`src/rtl/spi_reg_pkg.sv`:
```
// Shared types and constants for the SPI register sequencer.
package spi_reg_pkg;

  typedef enum logic [1:0] {
    ST_CMD,
    ST_RD_DUMMY,
    ST_RD_DATA,
    ST_WR_DATA
  } state_e;

  localparam int         RW_BIT     = 7;
  localparam int         ADDR_W_DEF = 7;
  localparam logic [7:0] DUMMY_BYTE = 8'h00;

endpackage

```
`src/rtl/spi_byte_shifter.sv`:
```
// Bit counter, RX shift register and TX load/shift path for one SPI byte lane.
module spi_byte_shifter
  import spi_reg_pkg::*;
(
  input  logic       clk,
  input  logic       arst_n,
  input  logic       mosi,
  input  logic       tx_load,
  input  logic [7:0] tx_data,
  output logic       byte_done,
  output logic [7:0] rx_byte,
  output logic       miso
);

  logic [2:0] bc_q, bc_d;
  logic [6:0] shift_q, shift_d;
  logic [7:0] tx_q, tx_d;
  logic       miso_q, miso_d;

  // The last bit of a byte is taken straight from the pin so strobes fire on that edge.
  assign byte_done = (bc_q == 3'd7);
  assign rx_byte   = {shift_q, mosi};
  assign miso      = miso_q;

  always_comb begin
    bc_d    = bc_q + 3'd1;
    shift_d = {shift_q[5:0], mosi};
    tx_d    = {tx_q[6:0], 1'b0};
    miso_d  = tx_q[7];
    // tx_q keeps only the bits not yet driven; bit 7 goes out right after the load edge.
    if (tx_load) begin
      tx_d   = {tx_data[6:0], 1'b0};
      miso_d = tx_data[7];
    end
  end

  always_ff @(posedge clk or negedge arst_n) begin
    if (!arst_n) begin
      bc_q    <= 3'd0;
      shift_q <= 7'd0;
      tx_q    <= DUMMY_BYTE;
      miso_q  <= 1'b0;
    end else begin
      bc_q    <= bc_d;
      shift_q <= shift_d;
      tx_q    <= tx_d;
      miso_q  <= miso_d;
    end
  end

endmodule

```
`src/rtl/spi_reg_sequencer.sv`:
```
// SPI slave that turns command/data frames into register-bank read and write strobes.
module spi_reg_sequencer
  import spi_reg_pkg::*;
#(
  parameter int ADDR_W = ADDR_W_DEF
) (
  input  logic              w_SPI_Clk,
  input  logic              i_Rst_L,
  input  logic              i_SPI_CS_n,
  input  logic              i_SPI_MOSI,
  output logic              o_SPI_MISO,
  output logic [ADDR_W-1:0] o_Reg_Addr,
  output logic              o_Reg_Wr_En,
  output logic [7:0]        o_Reg_Wr_Data,
  output logic              o_Reg_Rd_En,
  input  logic [7:0]        i_Reg_Rd_Data,
  output logic [7:0]        o_Burst_Cnt
);

  // CS_n high aborts the frame exactly like reset, but the address survives it.
  logic frame_rst_n;
  assign frame_rst_n = i_Rst_L & ~i_SPI_CS_n;

  state_e            state_q, state_d;
  logic [ADDR_W-1:0] addr_q, addr_d;
  logic [7:0]        burst_q, burst_d;
  logic              byte_done;
  logic [7:0]        rx_byte;
  logic              wr_en, rd_en;

  spi_byte_shifter u_shifter (
    .clk       (w_SPI_Clk),
    .arst_n    (frame_rst_n),
    .mosi      (i_SPI_MOSI),
    .tx_load   (rd_en),
    .tx_data   (i_Reg_Rd_Data),
    .byte_done (byte_done),
    .rx_byte   (rx_byte),
    .miso      (o_SPI_MISO)
  );

  assign wr_en         = (state_q == ST_WR_DATA) && byte_done;
  assign rd_en         = ((state_q == ST_RD_DUMMY) || (state_q == ST_RD_DATA)) && byte_done;
  assign o_Reg_Wr_En   = wr_en;
  assign o_Reg_Rd_En   = rd_en;
  assign o_Reg_Wr_Data = rx_byte;
  assign o_Reg_Addr    = addr_q;
  assign o_Burst_Cnt   = burst_q;

  always_comb begin
    state_d = state_q;
    addr_d  = addr_q;
    burst_d = burst_q;
    case (state_q)
      ST_CMD: begin
        if (byte_done) begin
          state_d = rx_byte[RW_BIT] ? ST_RD_DUMMY : ST_WR_DATA;
          addr_d  = rx_byte[ADDR_W-1:0];
        end
      end
      ST_RD_DUMMY: if (byte_done) state_d = ST_RD_DATA;
      default:     state_d = state_q;
    endcase
    if (wr_en || rd_en) addr_d = addr_q + ADDR_W'(1);
    // The dummy-phase read is a prefetch only, so it does not count as a data byte.
    if ((wr_en || ((state_q == ST_RD_DATA) && byte_done)) && (burst_q != 8'hFF))
      burst_d = burst_q + 8'd1;
  end

  always_ff @(posedge w_SPI_Clk or negedge frame_rst_n) begin
    if (!frame_rst_n) begin
      state_q <= ST_CMD;
      burst_q <= 8'd0;
    end else begin
      state_q <= state_d;
      burst_q <= burst_d;
    end
  end

  always_ff @(posedge w_SPI_Clk or negedge i_Rst_L) begin
    if (!i_Rst_L) addr_q <= '0;
    else if (!i_SPI_CS_n) addr_q <= addr_d;
  end

endmodule

```
`config.mk`:
```
export PLATFORM = sky130hd
export DESIGN_NAME = spi_reg_sequencer
export DESIGN_NICKNAME = d
export VERILOG_FILES = /design/src/rtl/spi_reg_pkg.sv /design/src/rtl/spi_byte_shifter.sv /design/src/rtl/spi_reg_sequencer.sv
export SDC_FILE = /design/constraint.sdc
export NUM_CORES = 1
export LEC_CHECK = 0
export CAP_MARGIN = 20
export CORE_MARGIN = 1.5
export CORE_UTILIZATION = 49
export DETAILED_ROUTE_END_ITERATION = 7
export PLACE_DENSITY_LB_ADDON = 0.2
export SETUP_SLACK_MARGIN = 0.2
export SLEW_MARGIN = 20
export SYNTH_ARGS = -nofsm -noshare
export SYNTH_HDL_FRONTEND = slang
export SYNTH_SLANG_ARGS = --single-unit
```
`constraint.sdc`:
```
create_clock -name w_SPI_Clk -period 3 [get_ports w_SPI_Clk]
set_clock_uncertainty 0.2 [all_clocks]
set_input_delay 0.6 -clock w_SPI_Clk [delete_from_list [all_inputs] [get_ports w_SPI_Clk]]
set_output_delay 0.6 -clock w_SPI_Clk [all_outputs]
set_load 0.02 [all_outputs]
```
==> out/qor.csv, run 1 <==
stage;metric;value;unit
outcome;status;finished clean;
yosys;yosysUniqueCellTypes;39;
yosys;synthArstFlopShare;100;%
yosys;synth.most_common_cell;dfrtp_1;
yosys;synth_flop_cell;dfrtp_1;
global_routing;antenna_found_initial;0;
final_layout;drive_above_1_share;17.1;%
yosys;yosysTopAreaCell;dfrtp_1;
timing;slew-limit-headroom;66.6;%
yosys;yosysSeqAreaShare;54.8;%
job;maxCapViolCount;0;
placed_design;post-dp-hpwl;2260;um
clocking;clockBufferDepth;2;
timing;post-route-min-period;2700;ps
global_routing;grt_pass1_wl;5090;um
floorplanning;io_pins;38;
global_routing;grt.total_usage;19.0;%
timing;post-route-period-util;90.1;%
global_routing;grt_pass1_vias;1148;
critical_path;crit_slowest_cell;clkdlybuf4s50_1;
route;initialDrtViolationCount;36;
yosys;synth-seq-cells;35;
timing;rsz0062_at_grt;no;
critical_path;crit_chain;ha_1 > ha_2 > and2_2 > clkdlybuf4s50_1;
clocking;ctsHoldBuffers;0;
route;drc_errors;0;
yosys;synth_top_area_share;54.8;%
critical_path;timing.rr.start;state_q[1];
route;drt-total-wl;3050;um
clocking;cts.sinks;35;
timing;hold_violations;0;
timing;tns;0;ps
final_layout;final_cell_area;0.00209;mm2
clocking;cts-root-buf;clkbuf_4;
critical_path;worstPathArrival;1900;ps
yosys;syn_inst;137;
floorplanning;dieArea;0.00361;mm2
critical_path;critPathKind;reg2out;
hold_path;hold_depth;0;
route;ant_nets;0;
critical_path;max_stage_delay;530;ps
yosys;synth_common_cells;dfrtp_1, nand2_1, a21oi_1, ha_1, mux2_2;
route;firstDrtPassIters;4;
clocking;postCtsSetupBuffers;0;
yosys;synth-edff-count;0;
timing;report.final.slew_viol_count;0;
pwr;cellLeakagePower;0.918;nW
route;vias;1182;
pwr;power_density;662;mW/mm2
clocking;insertion_delay;330;ps
yosys;synthesis.area;0.00160;mm2
clocking;path_clk_slew;110;ps
hold_path;hp-class;reg2reg;
route;post_drt_wl_per_cell;13.6;um
placed_design;place_area;0.00201;mm2
global_routing;grt_max_degree;19;
yosys;yosys_warnings;0;
hold_path;min-delay-start;u_shifter.shift_q[2];
global_routing;grt_overflow;0;
critical_path;r2r_cells;6;
floorplanning;start_util;51.9;%
final_layout;syn2layout_area_growth;30.6;%
route;via_per_inst;5.25;
yosys;avgSynthCellArea;11.7;um2
yosys;syn-num-nets;157;
final_layout;diodes;0;
hold_path;holdPathEnd;u_shifter.shift_q[3];
clocking;cts_buffers;5;
timing;tightest_slew;501;ps
clocking;cts_tree;done;
floorplanning;fp.dieW;60.1;um
critical_path;r2r_setup_slack;920;ps
critical_path;timing.rr.end;o_Reg_Addr[6];
placed_design;port_buffers;37;
floorplanning;num_rows;20;
yosys;synth_area_leaders;dfrtp_1, ha_1, mux2_2, a21oi_1, nand2_1;
critical_path;cp_max_fo;11;
critical_path;cp.required;2200;ps
final_layout;finalNetCount;200;
floorplanning;coreArea;0.00308;mm2
timing;setup_viol;0;
placed_design;gp_congestion;0.777;
clocking;htree_levels;2;
floorplanning;die_h;60.1;um
critical_path;endpoint_kind;primary output;
critical_path;worst_setup_path_start_kind;flop;
timing;fmax;370;MHz
pwr;peakVddDrop;0.413;mV
==> registers in the layout (all words and copies together), names as in the netlist <==
signal             flops
u_shifter.tx_q         7
o_Reg_Addr             7
u_shifter.miso         1
o_Burst_Cnt            8
state_q                2
u_shifter.shift_q      7
u_shifter.bc_q         3
==> metrics by stage <==
step                setup slack [ps]  std cells  utilization [%]  hold WS [ps]  power, W
floorplan                        578        137                -           104  0.000894
global placement                 501        217             65.3           184   0.00108
detailed placement               491        217             65.3           191   0.00111
CTS                              208        225             67.6           214   0.00139
global route                     208        225             67.8           223   0.00147
finish                           298        225             67.8           207   0.00138
==> worst max-delay path, delay by kind of cell (launching register included) <==
| family | cells | cell delay [ps] |
|---|---|---|
| adders and majority gates | 2 | 430 |
| and+or+nand+nor | 1 | 220 |
| DFF | 1 | 400 |
| buffers and inverters | 1 | 530 |
==> logic make-up (layout without fill, tap and decap cells) <==
| group | count (synthesis) | count (layout) | synth area share [%] |
|---|---|---|---|
| AOI/OAI and AO/OA | 30 | 30 | 11.4 |
| xor gates and xnor gates | 2 | 2 | 1.10 |
| adders and majority gates | 8 | 8 | 6.26 |
| buffers and inverters | 8 | 52 | 3.29 |
| DFF | 35 | 35 | 54.8 |
| muxes | 12 | 12 | 8.38 |
| and+or+nand+nor | 42 | 42 | 14.7 |
==> power by group <==
group | internal (W) | switching (W) | leakage, nW | total (W)
Clock | 0.000138 | 0.000149 | 0.0386 | 0.000287
Sequential | 0.000558 | 0.0000844 | 0.439 | 0.000642
Combinational | 0.000216 | 0.000237 | 0.441 | 0.000453
==> layout by cell type (no fill, tap or decap), drive strengths merged, types with 4 or more instances in the layout <==
master         netlist  final
clkbuf               0      8
ha                   8      8
nor2                 4      4
inv                  4      4
o21ai               10     10
clkdlybuf4s50        0     36
nand3                5      5
nand2               15     15
mux2                11     11
dfrtp               35     35
a21oi               12     12
==> worst max path at each step <==
stage                 startpoint  slack (ps)  depth (start not counted)          endpoint
2_1_floorplan         i_SPI_CS_n         580                          1    o_Burst_Cnt[0]
3_3_place_gp          i_SPI_MOSI         500                          2  o_Reg_Wr_Data[0]
3_5_place_dp          i_SPI_MOSI         490                          2  o_Reg_Wr_Data[0]
4_1_cts               state_q[0]         210                          5       o_Reg_Rd_En
5_1_grt        u_shifter.bc_q[0]         210                          4       o_Reg_Wr_En
6_report       u_shifter.bc_q[0]         300                          4       o_Reg_Wr_En
==> area by class of cell <==
type                    count  area, um2
fillers                   240        991
flip-flops and latches     35        876
multi-input cells          94        677
repair buffers             40        395
clock buffers               8       68.8
well taps                  44       55.1
inverters                   4       15.0
==> per-layer routing <==
layer	up-vias	GRT usage (%)	share of wire (%)
met5	-	0	0
met4	0	6.98	1.2
met3	5	5.19	5.4
met2	40	31.5	47
met1	559	23.5	47
li1	578	-	-
==> repair_timing <==
action | 4_1_cts | 5_1_grt
setup endpoints to repair | 2 | 1
hold endpoints to repair | 0 | 0
gates resized for setup | 1 | 2
No activity file was read; power rests on OpenSTA's default activity.
==> run 2: changes to the inputs <==
--- a/config.mk
+++ b/config.mk
@@ -7,2 +7,3 @@
 export LEC_CHECK = 0
+export ABC_CLOCK_PERIOD_IN_PS = 3000
 export CAP_MARGIN = 20
--- a/constraint.sdc
+++ b/constraint.sdc
@@ -4,2 +4,2 @@
 set_output_delay 0.6 -clock w_SPI_Clk [all_outputs]
-set_load 0.02 [all_outputs]
+set_load 0.05 [all_outputs]
==> run 2 against run 1 <==
Compared with the run above: non-clock buffer count is the same; hold slack gained 4.7 ps; critical endpoint is now o_Reg_Rd_En; global-route usage grew 1.8 points; largest power group unchanged; fmax grew 3.5%; via count grew 3.6%; final cell count shrank 0.89%; combinational power grew 35%; first-iteration DRC count grew 72%; worst setup slack gained 92 ps; register-to-register slack lost 30 ps; highest routed layer unchanged; sequential share of layout area grew 0.85 points.
==> out/qor.csv, run 2 (synthesis gave the netlist of run 1 again) <==
stage;metric;value;unit
timing;rsz0062_at_grt;no;
global_routing;grt.total_usage;20.8;%
final_layout;mostFrequentLayoutCell;dfrtp_1;
timing;tns;0;ps
critical_path;timing.rr.start;state_q[0];
placed_design;gp_congestion;0.801;
critical_path;cp.required;2200;ps
clocking;cts_tree;done;
placed_design;post-place-ws;534;ps
hold_path;hp-class;reg2reg;
timing;setup_viol;0;
critical_path;endpoint_kind;primary output;
final_layout;fillers;254;
global_routing;grt_max_degree;19;
pwr;power_density;722;mW/mm2
pwr;peakVddDrop;0.448;mV
final_layout;multi_input_area;672;um2
final_layout;syn2layout_area_growth;28.0;%
timing;hold_violations;0;
critical_path;crit_buf_inv;3;
route;drc_errors;0;
critical_path;critPathKind;reg2out;
critical_path;r2r_cells;6;
timing;fmax;383;MHz
critical_path;crit_family;buffers and inverters;
floorplanning;dieArea;0.00361;mm2
critical_path;worst_setup_path_start_kind;flop;
route;firstDrtPassIters;6;
critical_path;r2r_setup_slack;890;ps
critical_path;worstSetupEndpoint;o_Reg_Rd_En;
critical_path;cp_max_fo;10;
final_layout;final_cell_mix;dfrtp_1, clkdlybuf4s50_1, nand2_1, a21oi_1, ha_1;
clocking;clockBufferDepth;2;
critical_path;timing.rr.end;o_Reg_Addr[6];
critical_path;crit_path_start;u_shifter.bc_q[0];
timing;report.final.slew_viol_count;0;
floorplanning;fp.dieW;60.1;um
global_routing;grt_pass1_vias;1200;
timing;slew-limit-headroom;65.0;%
clocking;htree_levels;2;
global_routing;grt_overflow;0;
route;initialDrtViolationCount;62;
pwr;finalPower;0.00148;W
global_routing;grt_pass1_wl;5400;um
placed_design;post-dp-hpwl;2380;um
final_layout;largest_reg_flops;8;
floorplanning;start_util;51.9;%
route;via_per_inst;5.49;
critical_path;crit_chain;ha_1 > ha_1 > buf_4 > nand2_1 > inv_1 > buf_4;
floorplanning;io_pins;38;
global_routing;antenna_found_initial;0;
floorplanning;coreArea;0.00308;mm2
critical_path;crit_slowest_cell;dfrtp_1;
clocking;insertion_delay;330;ps
outcome;status;finished clean;
critical_path;path_depth;6;
final_layout;seq_area;876;um2
placed_design;port_buffers;37;
critical_path;worstPathArrival;1810;ps
final_layout;drive_above_1_share;16.2;%
clocking;cts_buffers;5;
job;maxCapViolCount;0;
clocking;postCtsSetupBuffers;0;
timing;post-route-period-util;87.0;%
timing;postLayoutSetupSlackWorst;390;ps
pwr;cellLeakagePower;0.899;nW
route;ant_nets;0;
floorplanning;num_rows;20;
critical_path;max_stage_delay;410;ps
clocking;cts.sinks;35;
timing;post-route-min-period;2610;ps
timing;tightest_slew;521;ps
clocking;path_clk_slew;90;ps
final_layout;finalNetCount;200;
floorplanning;die_h;60.1;um
route;post_drt_wl_per_cell;14.3;um
clocking;cts-root-buf;clkbuf_4;
route;drt-total-wl;3190;um
route;vias;1225;
final_layout;diodes;0;
[run 2: metrics by stage]
step | util (%) | cell area (um2) | std cells | hold slack [ps]
6_report | 66.5 | 2050 | 223 | 212
5_1_grt | 66.5 | 2050 | 223 | 236
4_1_cts | 66.5 | 2050 | 223 | 213
3_5_place_dp | 65.2 | 2010 | 217 | 189
3_3_place_gp | 65.2 | 2010 | 217 | 183
2_1_floorplan | - | 1600 | 137 | 104
[run 2: final cells by class]
cell class / instances / share of cell area (%)
flip-flops and latches: 35 / 42.8
multi-input cells: 94 / 32.8
repair buffers: 40 / 18.9
well taps: 44 / 2.69
clock buffers: 6 / 2.02
inverters: 4 / 0.734
[run 2: what timing repair did]
item                       CTS  global route
hold buffers                 0             0
resized for setup            1             0
setup endpoints to repair    1             0
[run 2: how the worst min path moves through the flow]
| stage | start | to | cells after the start |
|---|---|---|---|
| 2_1_floorplan | i_Rst_L | o_Reg_Addr[0] | 0 |
| 3_3_place_gp | u_shifter.shift_q[4] | u_shifter.shift_q[5] | 0 |
| 3_5_place_dp | u_shifter.shift_q[0] | u_shifter.shift_q[1] | 0 |
| 4_1_cts | u_shifter.shift_q[3] | u_shifter.shift_q[4] | 0 |
| 5_1_grt | u_shifter.shift_q[3] | u_shifter.shift_q[4] | 0 |
| 6_report | u_shifter.shift_q[3] | u_shifter.shift_q[4] | 0 |
[run 2: routing by layer]
metal | up-vias | share of wire (%) | global-route usage (%)
met1 | 601 | 44 | 25.5
met5 | - | 0 | 0
met3 | 10 | 5.8 | 6.49
li1 | 573 | - | -
met4 | 0 | 2.7 | 12.4
met2 | 41 | 47 | 32.1
[run 2: power breakdown]
part           switching [W]  total [W]  internal (W)
combinational       0.000399   0.000612      0.000213
clock               0.000139   0.000222     0.0000833
sequential         0.0000856   0.000643      0.000558
total               0.000623    0.00148      0.000854
